--- config.mk ---
export PLATFORM = sky130hd
export DESIGN_NAME = vga_bcd_display
export DESIGN_NICKNAME = d
export VERILOG_FILES = /design/src/rtl/vga_pkg.sv /design/src/rtl/bin2bcd_serial.sv /design/src/rtl/vga_bcd_display.sv
export SDC_FILE = /design/constraint.sdc
export NUM_CORES = 1
export LEC_CHECK = 0
export ABC_AREA = 0
export BUFFER_PORTS_ARGS = -buffer_cell sky130_fd_sc_hd__buf_4
export CAP_MARGIN = 20
export CORE_MARGIN = 2
export CORE_UTILIZATION = 49
export DETAILED_ROUTE_END_ITERATION = 6
export PLACE_DENSITY = 0.69
export SLEW_MARGIN = 10
export SYNTH_ARGS = -nofsm -noshare
export SYNTH_HDL_FRONTEND = slang
export SYNTH_SLANG_ARGS = --single-unit
--- constraint.sdc ---
create_clock -name dclk -period 6.7 [get_ports dclk]
set_input_delay 0.335 -clock dclk [delete_from_list [all_inputs] [get_ports dclk]]
set_output_delay 0.335 -clock dclk [all_outputs]
set_load 0.05 [all_outputs]
--- src/rtl/vga_pkg.sv ---
// Shared 640x480 timing constants, conversion FSM encoding, 7-segment table
// and digit colour palette for the VGA BCD display.
package vga_pkg;

    localparam int H_TOTAL     = 800;
    localparam int V_TOTAL     = 521;
    localparam int H_SYNC      = 96;
    localparam int V_SYNC      = 2;
    localparam int H_ACT_START = 144;
    localparam int H_ACT_END   = 784;
    localparam int V_ACT_START = 31;
    localparam int V_ACT_END   = 511;

    // Ten nibbles hold the decimal form of any value up to 32 bits wide
    localparam int BCD_NIB = 10;

    typedef logic [1:0] state_t;
    localparam state_t IDLE   = 2'd0;
    localparam state_t SHIFT  = 2'd1;
    localparam state_t CHECK  = 2'd2;
    localparam state_t COMMIT = 2'd3;

    // Segment order {a,b,c,d,e,f,g}; non-decimal nibbles stay dark
    function automatic logic [6:0] seg_pattern(input logic [3:0] d);
        case (d)
            4'd0:    return 7'b1111110;
            4'd1:    return 7'b0110000;
            4'd2:    return 7'b1101101;
            4'd3:    return 7'b1111001;
            4'd4:    return 7'b0110011;
            4'd5:    return 7'b1011011;
            4'd6:    return 7'b1011111;
            4'd7:    return 7'b1110000;
            4'd8:    return 7'b1111111;
            4'd9:    return 7'b1111011;
            default: return 7'b0000000;
        endcase
    endfunction

    // Packed {red[2:0], green[2:0], blue[1:0]}
    function automatic logic [7:0] palette(input int unsigned idx);
        case (idx)
            0:       return 8'b111_111_11;
            1:       return 8'b111_111_00;
            2:       return 8'b000_111_11;
            3:       return 8'b000_111_00;
            default: return 8'b111_000_11;
        endcase
    endfunction

endpackage

--- src/rtl/bin2bcd_serial.sv ---
// Serial double-dabble engine: loads bin on start, then shifts one bit per
// cycle MSB first; done marks the last shift cycle.
module bin2bcd_serial
    import vga_pkg::*;
#(
    parameter int VAL_W = 27
) (
    input  logic                 dclk,
    input  logic                 clr,
    input  logic                 start,
    input  logic [VAL_W-1:0]     bin,
    output logic [4*BCD_NIB-1:0] bcd,
    output logic                 done
);

    logic [VAL_W-1:0]     sr;
    logic [5:0]           cnt;
    logic                 active;
    logic [4*BCD_NIB-1:0] adj;

    always_comb begin
        adj = bcd;
        for (int unsigned n = 0; n < BCD_NIB; n++) begin
            if (bcd[4*n +: 4] >= 4'd5)
                adj[4*n +: 4] = bcd[4*n +: 4] + 4'd3;
        end
    end

    always_ff @(posedge dclk or posedge clr) begin
        if (clr) begin
            sr     <= '0;
            bcd    <= '0;
            cnt    <= '0;
            active <= 1'b0;
        end else if (start) begin
            sr     <= bin;
            bcd    <= '0;
            cnt    <= 6'(VAL_W);
            active <= 1'b1;
        end else if (active) begin
            bcd <= {adj[4*BCD_NIB-2:0], sr[VAL_W-1]};
            sr  <= sr << 1;
            cnt <= cnt - 6'd1;
            if (cnt == 6'd1)
                active <= 1'b0;
        end
    end

    assign done = active && (cnt == 6'd1);

endmodule

--- src/rtl/vga_bcd_display.sv ---
// 640x480 VGA renderer showing a binary value as large 7-segment decimal
// digits; the value is converted once per frame during vertical blanking.
module vga_bcd_display
    import vga_pkg::*;
#(
    parameter int DIGITS = 4,
    parameter int VAL_W  = 27,
    parameter int LZB    = 1,
    parameter int X0     = 0,
    parameter int Y0     = 255,
    parameter int DIG_W  = 80,
    parameter int DIG_H  = 165,
    parameter int SEG_T  = 5
) (
    input  logic             dclk,
    input  logic             clr,
    input  logic [VAL_W-1:0] value,
    output logic             hsync,
    output logic             vsync,
    output logic [2:0]       red,
    output logic [2:0]       green,
    output logic [1:0]       blue,
    output logic             busy,
    output logic             ovf
);

    localparam int SEG_MID = (DIG_H - SEG_T) / 2;

    logic [9:0]           hc, vc;
    state_t               state;
    logic                 sample, start, conv_done;
    logic                 ovf_pend, ovf_flag;
    logic [4*BCD_NIB-1:0] bcd;
    logic [3:0]           disp [DIGITS];
    logic [7:0]           pix;
    int                   x, y, c, r;
    logic                 lead, blank;
    logic [6:0]           segs;

    always_ff @(posedge dclk or posedge clr) begin
        if (clr) begin
            hc <= '0;
            vc <= '0;
        end else if (hc == 10'(H_TOTAL - 1)) begin
            hc <= '0;
            vc <= (vc == 10'(V_TOTAL - 1)) ? '0 : vc + 10'd1;
        end else begin
            hc <= hc + 10'd1;
        end
    end

    assign hsync  = (hc >= 10'(H_SYNC));
    assign vsync  = (vc >= 10'(V_SYNC));
    assign sample = (hc == '0) && (vc == 10'(V_ACT_END));
    assign start  = (state == IDLE) && sample;

    bin2bcd_serial #(.VAL_W(VAL_W)) u_conv (
        .dclk  (dclk),
        .clr   (clr),
        .start (start),
        .bin   (value),
        .bcd   (bcd),
        .done  (conv_done)
    );

    always_ff @(posedge dclk or posedge clr) begin
        if (clr) begin
            state    <= IDLE;
            ovf_pend <= 1'b0;
            ovf_flag <= 1'b0;
            for (int unsigned i = 0; i < DIGITS; i++)
                disp[i] <= '0;
        end else begin
            case (state)
                IDLE:   if (start) state <= SHIFT;
                SHIFT:  if (conv_done) state <= CHECK;
                CHECK: begin
                    ovf_pend <= |bcd[4*BCD_NIB-1:4*DIGITS];
                    state    <= COMMIT;
                end
                default: begin
                    for (int unsigned i = 0; i < DIGITS; i++)
                        disp[i] <= bcd[4*(DIGITS-1-int'(i)) +: 4];
                    ovf_flag <= ovf_pend;
                    state    <= IDLE;
                end
            endcase
        end
    end

    // busy also covers the sample cycle so it spans the whole sample-to-commit window
    assign busy = start || (state == SHIFT) || (state == CHECK);
    assign ovf  = ovf_flag;

    always_comb begin
        pix   = '0;
        x     = int'(hc) - H_ACT_START;
        y     = int'(vc) - V_ACT_START;
        c     = 0;
        r     = 0;
        lead  = 1'b1;
        blank = 1'b0;
        segs  = '0;
        if (hc >= 10'(H_ACT_START) && hc < 10'(H_ACT_END) &&
            vc >= 10'(V_ACT_START) && vc < 10'(V_ACT_END)) begin
            for (int unsigned i = 0; i < DIGITS; i++) begin
                // leading-zero run ends at the first nonzero digit; last digit always shown
                blank = (LZB != 0) && lead && (disp[i] == 4'd0) && (int'(i) != DIGITS - 1);
                if (disp[i] != 4'd0)
                    lead = 1'b0;
                segs = ovf_flag ? 7'b0000001 : (blank ? 7'b0000000 : seg_pattern(disp[i]));
                if (x >= X0 + int'(i) * DIG_W && x < X0 + (int'(i) + 1) * DIG_W &&
                    y >= Y0 && y < Y0 + DIG_H) begin
                    c = x - (X0 + int'(i) * DIG_W);
                    r = y - Y0;
                    if ((segs[6] && r < SEG_T) ||
                        (segs[5] && c >= DIG_W - SEG_T && r >= SEG_T && r < SEG_MID) ||
                        (segs[4] && c >= DIG_W - SEG_T && r >= SEG_MID + SEG_T && r < DIG_H - SEG_T) ||
                        (segs[3] && r >= DIG_H - SEG_T) ||
                        (segs[2] && c < SEG_T && r >= SEG_MID + SEG_T && r < DIG_H - SEG_T) ||
                        (segs[1] && c < SEG_T && r >= SEG_T && r < SEG_MID) ||
                        (segs[0] && r >= SEG_MID && r < SEG_MID + SEG_T))
                        pix = palette(i % 5);
                end
            end
        end
    end

    assign {red, green, blue} = pix;

endmodule

==> Yosys cells after proc, flatten, opt, wreduce, memory -nomap -nowiden <==
Memories as Yosys holds them, arrays and structs flattened.
Cells that the tools add are included.
{ "word_totals": {"ff_bits": 114, "latch_bits": 0, "ramBits": 0, "romBits": 448, "input_bits": 29, "out_inout_bits": 12, "wordCells": 255, "mem_count": 4} }
{ "memory_table": {"columns": ["memory", "words", "word_bits", "read_ports", "rd_clocked_by_memory_dff", "write_ports", "line", "rtl"], "rows": [
  ["(no name shown)", 16, 7, 1, 0, 0, "vga_pkg.sv:25", "case (d)"],
  ["(no name shown)", 16, 7, 1, 0, 0, "vga_pkg.sv:25", null],
  ["(no name shown)", 16, 7, 1, 0, 0, "vga_pkg.sv:25", null],
  ["(no name shown)", 16, 7, 1, 0, 0, "vga_pkg.sv:25", null]
]} }
{ "classes": {"addsub": 19, "n_mul": 0, "n_div": 0, "magnitude_cmp": 42, "eq_ne": 8, "n_shift": 0, "muxes": 48, "bitwise_logic": 0, "reduce_logical": 121} }
{ "ops": {"columns": ["op", "count"], "rows": [
  ["$logic_and A1 B1 Y1", 84],
  ["$mux W40", 2],
  ["$mux W7", 11],
  ["$mux W8", 9],
  ["$ge A12 B8 Y1 const B", 5],
  ["$mux W27", 2],
  ["$lt A12 B4 Y1 const B", 4],
  ["$ge A4 B3 Y1 const B", 10],
  ["$add A4 B2 Y4 const B", 9],
  ["$mux W4", 9],
  ["$sub A11 B9 Y12 const B", 3],
  ["$ge A11 B9 Y1 const B", 3],
  ["$logic_or A1 B1 Y1", 26],
  ["$lt A12 B8 Y1 const B", 2],
  ["$reduce_or A24 Y1", 1],
  ["$ge A11 B8 Y1 const B", 2],
  ["$lt A11 B10 Y1 const B", 2],
  ["$lt A11 B9 Y1 const B", 2],
  ["$add A10 B1 Y10 const B", 2],
  ["$eq A10 B10 Y1 const B", 2],
  ["$mux W10", 2],
  ["$ge A12 B4 Y1 const B", 1],
  ["$ge A12 B9 Y1 const B", 1],
  ["$logic_not A4 Y1", 3],
  ["31 further kinds", 41]
]} }

==> Longest topological paths before layout <==
Gate-level depths: netlist of run 1.
{ "logic_depth": {"depth_word": 25, "ltp_mapped": 16, "ltp_nobuf": 13} }

==> Cells and area by module <==
Synthesis of run 1 repeated with hierarchy kept, for this count alone.
{ "unflattened": {"cells_unflattened": 1036, "hier_area_um2": 8886.0} }
{ "by_module_without_submodules": {"columns": ["module", "instances", "cells_per_inst", "area_per_inst_um2", "seq_area_each_um2"], "rows": [
  ["vga_bcd_display", 1, 606, 4792.1, 1001.0],
  ["bin2bcd_serial", 1, 430, 4093.9, 1851.8]
]} }

==> Worst setup path after synthesis of run 1 <==
OpenSTA, ideal clock, no wires.
{ "synth_path": {"kind": "register to output", "start": "register hc[4]", "end": "output port red[1]", "arrival_ps": 4625, "t_required_ps": 6365, "setup_slack_ps": 1740, "stages_incl_launch_ff": 15, "n_path_buf": 3, "path_cell_list": "dfrtp_1 > buf_2 > inv_1 > ha_1 > buf_2 > nor2b_2 > nor3_1 > o211ai_1 > a32o_2 > a31o_2 > a22o_1 > a31o_2 > o31ai_2 > a21boi_0 > buf_4"} }
{ "synth_via": {"elab_chain_len": 20, "elab_cells_between_ends": 118, "classes_between": "4 x add/sub; 18 x order compare; 9 x mux; 87 x reduce/logical"} }
{ "synth_rtl": {"columns": ["item", "line", "rtl"], "rows": [
  ["from (decl)", "vga_bcd_display.sv:29", "logic [9:0] hc, vc;"],
  ["from (signal assigned)", "vga_bcd_display.sv:48", "hc <= hc + 10'd1;"],
  ["branches (longest 19 deep; another with $sub A11 B8 Y12)", null, null],
  ["$mux W8 *", "vga_bcd_display.sv:104", "if (hc >= 10'(H_ACT_START) && hc < 10'(H_ACT_END) &&"],
  ["to (decl)", "vga_bcd_display.sv:20", "output logic [2:0] red,"]
]} }
Mark *: on every way between the ends.

==> Final worst setup path of run 1 <==
{ "layout_path": {"start": "register hc[4]", "end": "output port green[0]"} }
{ "layout_via": {"elab_chain_len": 20, "elab_cells_between_ends": 118, "classes_between": "4 x add/sub; 18 x order compare; 9 x mux; 87 x reduce/logical"} }
{ "layout_rtl": {"columns": ["item", "line", "rtl"], "rows": [
  ["branches (longest 19 deep; another with $sub A11 B8 Y12)", null, null],
  ["$mux W8 *", "vga_bcd_display.sv:104", null],
  ["to (decl)", "vga_bcd_display.sv:21", "output logic [2:0] green,"]
]} }
Marked as above.

==> results of run 1 <==
-- kinds of logic after synthesis --
kind of cell | Yosys count | share of synthesized area [%]
flip-flops | 114 | 31.8
AND/OR/NAND/NOR | 379 | 20.7
buffers and inverters | 133 | 6.87
AO/OA/AOI/OAI | 283 | 20.0
adder cells (fa/ha/maj) | 74 | 10.3
multiplexers | 49 | 5.53
XOR/XNOR | 47 | 4.82
-- power by group through the flow --
stage	Combinational (W)	Sequential, W	Clock (W)
floorplan	0.0000102	0.000701	0
global placement	0.0000277	0.000701	0
detailed placement	0.0000277	0.000701	0
CTS	0.0000278	0.000689	0.000973
global route	0.0000309	0.000688	0.00101
finish	0.0000264	0.000689	0.000955
-- placed cells by master (no fill, tap or decap), types with 4 or more instances in the layout --
cell type,n
sky130_fd_sc_hd__dfrtp_1,113
sky130_fd_sc_hd__nand2_1,108
sky130_fd_sc_hd__o21ai_0,106
sky130_fd_sc_hd__nor2_1,97
sky130_fd_sc_hd__a21oi_1,76
sky130_fd_sc_hd__ha_1,74
sky130_fd_sc_hd__inv_1,59
sky130_fd_sc_hd__mux2i_1,44
sky130_fd_sc_hd__buf_4,43
sky130_fd_sc_hd__nand3_1,37
sky130_fd_sc_hd__nor3_1,31
sky130_fd_sc_hd__xnor2_1,30
sky130_fd_sc_hd__nand2b_1,18
sky130_fd_sc_hd__clkbuf_16,17
sky130_fd_sc_hd__nand4_1,15
sky130_fd_sc_hd__xor2_1,15
sky130_fd_sc_hd__nor4_1,10
sky130_fd_sc_hd__a31oi_1,9
sky130_fd_sc_hd__nor2b_1,9
sky130_fd_sc_hd__o211ai_1,9
sky130_fd_sc_hd__and3_1,8
sky130_fd_sc_hd__o31ai_1,7
sky130_fd_sc_hd__or3_1,6
sky130_fd_sc_hd__nor3b_1,6
sky130_fd_sc_hd__a211oi_1,6
sky130_fd_sc_hd__mux2_2,5
sky130_fd_sc_hd__o21a_1,5
sky130_fd_sc_hd__o22ai_1,5
sky130_fd_sc_hd__and4_1,4
sky130_fd_sc_hd__a211o_1,4
sky130_fd_sc_hd__a21o_2,4
sky130_fd_sc_hd__bufinv_16,4
-- layer usage --
metal / GRT usage (%) / share of wire, % / vias to the layer above
met1: 29.7 / 47 / 3526
li1: - / - / 3792
met3: 3.68 / 3.3 / 37
met2: 35.4 / 46 / 154
met4: 8.56 / 3.0 / 0
met5: 0 / 0 / -
-- per-stage QoR --
| stage | hold slack [ps] | power, W | cells |
|---|---|---|---|
| floorplan | 448 | 0.000711 | 1079 |
| global placement | 472 | 0.000729 | 1280 |
| detailed placement | 474 | 0.000729 | 1280 |
| CTS | 34.2 | 0.00169 | 1312 |
| global route | 64.5 | 0.00173 | 1312 |
| finish | 16.7 | 0.00167 | 1312 |
-- layout make-up --
| cell class | count | share of cell area [%] |
|---|---|---|
| Timing Repair Buffer | 43 | 3.28 |
| Inverter | 62 | 2.39 |
| Clock inverter | 12 | 1.86 |
| Sequential cell | 114 | 29.0 |
| Tap cell | 229 | 2.92 |
| Clock buffer | 20 | 4.44 |
| Multi-Input combinational cell | 832 | 56.1 |
-- sequential cells by signal (all words and copies together) (netlist names) --
signal / cells
u_conv.sr: 27
hc: 10
ovf_pend: 1
disp: 16
u_conv.cnt: 6
u_conv.active: 1
state: 2
ovf: 1
u_conv.bcd: 40
vc: 10
-- worst max-delay path by stage --
stage / start / endpoint / slack [ps]
after floorplan: hc[4] / red[1] / 1740
after global placement: vc[0] / green[2] / 2260
after detailed placement: hc[4] / green[0] / 2180
after CTS: hc[4] / green[0] / 1690
after global routing: hc[4] / green[1] / 1200
final: hc[4] / green[0] / 1580
==> load_flow_metrics.sql, run 1 <==
INSERT INTO impl_metrics (metric_group, metric, value, unit) VALUES
('drt', 'drt_wl_total', '20.5', 'mm'),
('cells_and_area', 'multiInputGateArea', '5510', 'µm²'),
('timing', 'timing_worst_slew_pin_value', '997', 'ps'),
('worst_setup_path', 'critPathTopFamily', 'compound AO/OA/AOI/OAI gates', ''),
('worst_setup_path', 'maximum_single_stage_delay_on_the_critical_path', '730', 'ps'),
('synthesis', 'netlist_area', '8980', 'µm²'),
('worst_setup_path', 'critical_path_required', '6360', 'ps'),
('timing', 'finalSetupViolCount', '0', ''),
('global_routing', 'grt_pass1_wl', '35.6', 'mm'),
('global_routing', 'grtUsageTotal', '22.0', '%'),
('synthesis', 'nets_in_the_synthesized_netlist', '1182', ''),
('synthesis', 'synth_commonest_cells', 'sky130_fd_sc_hd__dfrtp_1, sky130_fd_sc_hd__nand2_1, sky130_fd_sc_hd__o21ai_0', ''),
('placement', 'pre_cts_ws', '2180', 'ps'),
('placement', 'placement.io_buffers', '40', ''),
('drt', 'detailedRoute.firstPassIterationCount', '4', ''),
('clocking', 'number_of_buffers_inserted_to_repair_setup_after_cts', '0', ''),
('clocking', 'hold_buffers', '0', ''),
('timing', 'final_period_minus_worst_setup_slack', '5120', 'ps'),
('die', 'floorplan.io_pins', '41', ''),
('clocking', 'root_buffer_selected_by_cts', 'sky130_fd_sc_hd__clkbuf_16', ''),
('worst_setup_path', 'worstSetupStartpointType', 'register', ''),
('worst_hold_path', 'worstHoldPathType', 'input port to asynchronous set/reset pin', ''),
('die', 'placementRows', '49', ''),
('timing', 'timing_hold_violations_final', '0', ''),
('worst_setup_path', 'regToRegSetupSlack', '3140', 'ps'),
('timing', 'fin_skew', '12.4', 'ps'),
('worst_setup_path', 'path_cells', 'inv_1, ha_1, xor2_2, ha_1, nor2b_1, a32oi_1, o21ai_0, o211ai_1, a32o_1, and3_2, a2111oi_0, o2111ai_1, buf_4', ''),
('timing', 'final_max_slew_viol_count', '0', ''),
('cells_and_area', 'final_cell_area', '9830', 'µm²'),
('cells_and_area', 'layout.nets', '1173', ''),
('power', 'switchingPower', '0.000347', 'W'),
('worst_setup_path', 'critical_path_depth', '13', ''),
('global_routing', 'grt_max_degree', '80', ''),
('die', 'die_area', '19400', 'µm²'),
('drt', 'vias_per_cell', '5.72', ''),
('synthesis', 'count_of_flip_flops_with_a_built_in_enable_after_synthesis', '0', ''),
('synthesis', 'synth_area_leaders', 'sky130_fd_sc_hd__dfrtp_1, sky130_fd_sc_hd__ha_1, sky130_fd_sc_hd__o21ai_0', ''),
('synthesis', 'synthDominantAreaCellType', 'sky130_fd_sc_hd__dfrtp_1', ''),
('drt', 'wire_per_inst', '15.6', 'µm'),
('placement', 'placement.cell_area', '9210', 'µm²'),
('power', 'p_leak', '4.02', 'nW'),
('flow_run', 'maxCapViolations', '0', ''),
('outcome', 'status', 'finished clean', ''),
('synthesis', 'yosys_warnings', '0', ''),
('die', 'fp.coreArea', '18000', 'µm²'),
('worst_setup_path', 'regToRegStartpoint', 'vc[0]', ''),
('synthesis', 'postSynthRegisterBits', '114', ''),
('global_routing', 'gr-total-overflow', '0', ''),
('placement', 'dpl.hpwl', '14.4', 'mm'),
('timing', 'max-slew-margin-rel', '33.4', '%'),
('global_routing', 'antenna_violations_before_repair', '0', ''),
('power', 'power_per_cell_area', '170', 'nW/µm²'),
('clocking', 'post_cts_resized', '0', ''),
('drt', 'routed-via-count', '7509', ''),
('global_routing', 'first_global_vias', '7260', ''),
('synthesis', 'yosysSeqAreaShare', '31.8', '%'),
('timing', 'max_clock_freq', '0.195', 'GHz'),
('cells_and_area', 'synthToLayoutAreaGrowth', '9.46', '%'),
('power', 'swShare', '20.8', '%'),
('worst_setup_path', 'worst-path-max-fanout', '17', ''),
('worst_setup_path', 'critical_path.n_buffers_inverters', '2', ''),
('synthesis', 'ys.flop_type', 'sky130_fd_sc_hd__dfrtp_1', ''),
('clocking', 'tritoncts', 'yes', ''),
('power', 'irDropWorstVdd', '0.177', 'mV'),
('clocking', 'worst_skew_pair.late_latency', '420', 'ps'),
('worst_setup_path', 'cp_common_cell', 'sky130_fd_sc_hd__ha_1', ''),
('power', 'clock_power_share', '57.2', '%'),
('synthesis', 'asr_flop_ratio_synth', '100', '%'),
('cells_and_area', 'postLayoutCoreUtil', '54.7', '%'),
('worst_setup_path', 'worstRegToRegCells', '6', ''),
('drt', 'detail-route-antenna-nets', '0', '');
No activity file was read; power rests on OpenSTA's default activity.
==> run 2, diff against run 1 <==
clock period = 5 ns   (was 6.7 ns; I/O delays follow)
==> load_flow_metrics.sql, run 2 (synthesis results as in run 1) <==
INSERT INTO impl_metrics (metric_group, metric, value, unit) VALUES
('drt', 'wire_per_inst', '15.3', 'µm'),
('placement', 'placement.io_buffers', '40', ''),
('cells_and_area', 'multiInputGateArea', '5520', 'µm²'),
('worst_setup_path', 'regToRegStartpoint', 'vc[2]', ''),
('placement', 'dpl.hpwl', '14.3', 'mm'),
('clocking', 'number_of_buffers_inserted_to_repair_setup_after_cts', '0', ''),
('die', 'die_height', '139', 'µm'),
('worst_setup_path', 'worst-path-max-fanout', '14', ''),
('worst_setup_path', 'worstSetupStartpointType', 'register', ''),
('worst_setup_path', 'cp.arrival', '4370', 'ps'),
('flow_run', 'maxCapViolations', '0', ''),
('cells_and_area', 'layout.area.seq', '2860', 'µm²'),
('die', 'placementRows', '49', ''),
('clocking', 'tritoncts.num_buffers', '17', ''),
('worst_setup_path', 'sort_of_element_at_the_end_of_the_critical_path', 'output port', ''),
('placement', 'finalWeightedCongestion', '0.915', ''),
('timing', 'max_clock_freq', '0.217', 'GHz'),
('timing', 'timing_hold_violations_final', '0', ''),
('clocking', 'tritoncts', 'yes', ''),
('cells_and_area', 'reg_top3', 'u_conv.bcd (40), u_conv.sr (27), disp (16)', ''),
('worst_setup_path', 'maximum_single_stage_delay_on_the_critical_path', '600', 'ps'),
('timing', 'max-slew-margin-rel', '33.6', '%'),
('timing', 'fin_skew', '10.0', 'ps'),
('worst_hold_path', 'worstHoldPathType', 'input port to register', ''),
('clocking', 'clock_pin_slew_on_the_worst_setup_and_hold_paths', '60', 'ps'),
('cells_and_area', 'antenna_cells_inserted', '0', ''),
('clocking', 'ctsHtreeMaxLevel', '4', ''),
('drt', 'routed-via-count', '7497', ''),
('global_routing', 'first_global_vias', '7008', ''),
('timing', 'setup_total_negative_slack', '0', 'ps'),
('cells_and_area', 'largest_register_ff_count', '40', ''),
('drt', 'detail-route-antenna-nets', '0', ''),
('die', 'floorplan.io_pins', '41', ''),
('timing', 'final_max_slew_viol_count', '0', ''),
('drt', 'drt_wl_total', '20.2', 'mm'),
('worst_setup_path', 'crit_path_top_delay_cell', 'sky130_fd_sc_hd__dfrtp_1', ''),
('die', 'start_util', '50.0', '%'),
('worst_setup_path', 'crit_start', 'vc[1]', ''),
('global_routing', 'grtUsageTotal', '21.3', '%'),
('clocking', 'clock_path_buffers', '2', ''),
('cells_and_area', 'nFillCells', '1657', ''),
('global_routing', 'grt_max_degree', '79', ''),
('die', 'die_area', '19400', 'µm²'),
('worst_setup_path', 'path_cells', 'inv_1, ha_1, nand4b_1, or3_1, a211o_1, mux2i_1, mux2_2, a31oi_1, o22ai_1, o31ai_2, a21boi_0, buf_4', ''),
('cells_and_area', 'largest_register_by_flop_count', 'u_conv.bcd', ''),
('worst_setup_path', 'critical_path_required', '4750', 'ps'),
('worst_setup_path', 'critical_setup_path_kind', 'register to output port', ''),
('timing', 'final.period_utilization', '92.3', '%'),
('worst_hold_path', 'hold_path_startpoint', 'value[7]', ''),
('power', 'p_leak', '4.06', 'nW'),
('worst_setup_path', 'critPathTopFamily', 'compound AO/OA/AOI/OAI gates', ''),
('clocking', 'cts.sinks', '114', ''),
('cells_and_area', 'layout.nets', '1178', ''),
('clocking', 'worst_skew_pair.late_latency', '420', 'ps'),
('drt', 'vias_per_cell', '5.69', ''),
('timing', 'finalSetupViolCount', '0', ''),
('cells_and_area', 'mostFrequentLayoutCell', 'sky130_fd_sc_hd__dfrtp_1', ''),
('cells_and_area', 'drive_above_1_share', '11.2', '%'),
('timing', 'final_period_minus_worst_setup_slack', '4620', 'ps'),
('worst_setup_path', 'critical_path.n_buffers_inverters', '2', ''),
('power', 'irDropWorstVdd', '0.232', 'mV'),
('die', 'die_w', '139', 'µm'),
('global_routing', 'antenna_violations_before_repair', '0', ''),
('global_routing', 'grt_pass1_wl', '34.4', 'mm'),
('cells_and_area', 'postLayoutCoreUtil', '55.1', '%'),
('drt', 'detailedRoute.firstPassIterationCount', '6', ''),
('timing', 'hold_ws', '25.8', 'ps'),
('timing', 'timing_worst_slew_pin_value', '995', 'ps'),
('clocking', 'root_buffer_selected_by_cts', 'sky130_fd_sc_hd__clkbuf_16', ''),
('drt', 'detail_route.drc_violations', '0', ''),
('power', 'power_per_cell_area', '226', 'nW/µm²'),
('cells_and_area', 'synthToLayoutAreaGrowth', '10.3', '%'),
('global_routing', 'gr-total-overflow', '0', ''),
('die', 'fp.coreArea', '18000', 'µm²'),
('drt', 'drt_iter0_drc', '510', ''),
('cells_and_area', 'final_cell_mix', 'sky130_fd_sc_hd__dfrtp_1, sky130_fd_sc_hd__nand2_1, sky130_fd_sc_hd__o21ai_0, sky130_fd_sc_hd__nor2_1, sky130_fd_sc_hd__a21oi_1', ''),
('outcome', 'status', 'finished clean', ''),
('timing', 'grt_setup_unrepaired', 'false', '');
run 2: timing repair:
item	CTS	global route
hold buffers	0	1
endpoints found under the hold margin	0	18
resized for setup	0	5
endpoints found under the setup margin	0	8
run 2: cell type report:
type,instances,share of cell area (%)
multi-input cells,832,55.8
flip-flops and latches,114,28.8
repair buffers,48,3.87
well taps,229,2.89
clock inverters,15,1.97
clock buffers,17,4.30
inverters,62,2.37
run 2: path summary, 6_finish.rpt:
| path | cells past startpoint | slack (ps) | to |
|---|---|---|---|
| worst max-delay path | 12 | 380 | red[2] |
| worst min-delay path | 3 | 30 | u_conv.sr[7] |
| worst max register to register | 5 | 1560 | u_conv.sr[20] |
| worst min register to register | 2 | 530 | u_conv.cnt[4] |
| max in group asynchronous | 5 | 3540 | vc[0] |
| min in group asynchronous | 3 | 320 | u_conv.sr[10] |
run 2: power by group:
part           internal, W   total, W  switching [W]
registers         0.000923   0.000923              0
clock network     0.000799    0.00128       0.000479
logic            0.0000172  0.0000387      0.0000215
total              0.00174    0.00224       0.000500
run 2: worst reg2reg max path: cells and delay by family (launching register included):
family | cells | cell delay [ps]
buffers and inverters | 1 | 610
and+or+nand+nor | 3 | 1490
AOI/OAI and AO/OA | 1 | 240
DFF | 1 | 960
run 2: metrics by stage:
step	total power, W	worst slack (ps)	instance area [µm²]	instances
6_report	0.00224	384	9900	1317
5_1_grt	0.00231	5.33	9900	1317
4_1_cts	0.00226	115	9850	1315
3_5_place_dp	0.000977	634	9230	1283
3_3_place_gp	0.000976	728	9230	1283
2_1_floorplan	0.000953	125	8980	1079
run 2: routing by layer:
metal,vias to the layer above,wire length [µm],GRT usage (%),part of all wire [%]
met2,158,9390,33.5,47
met3,34,723,3.41,3.6
li1,3803,-,-,-
met5,-,0,0,0
met1,3502,9610,29.8,48
met4,0,445,7.87,2.2
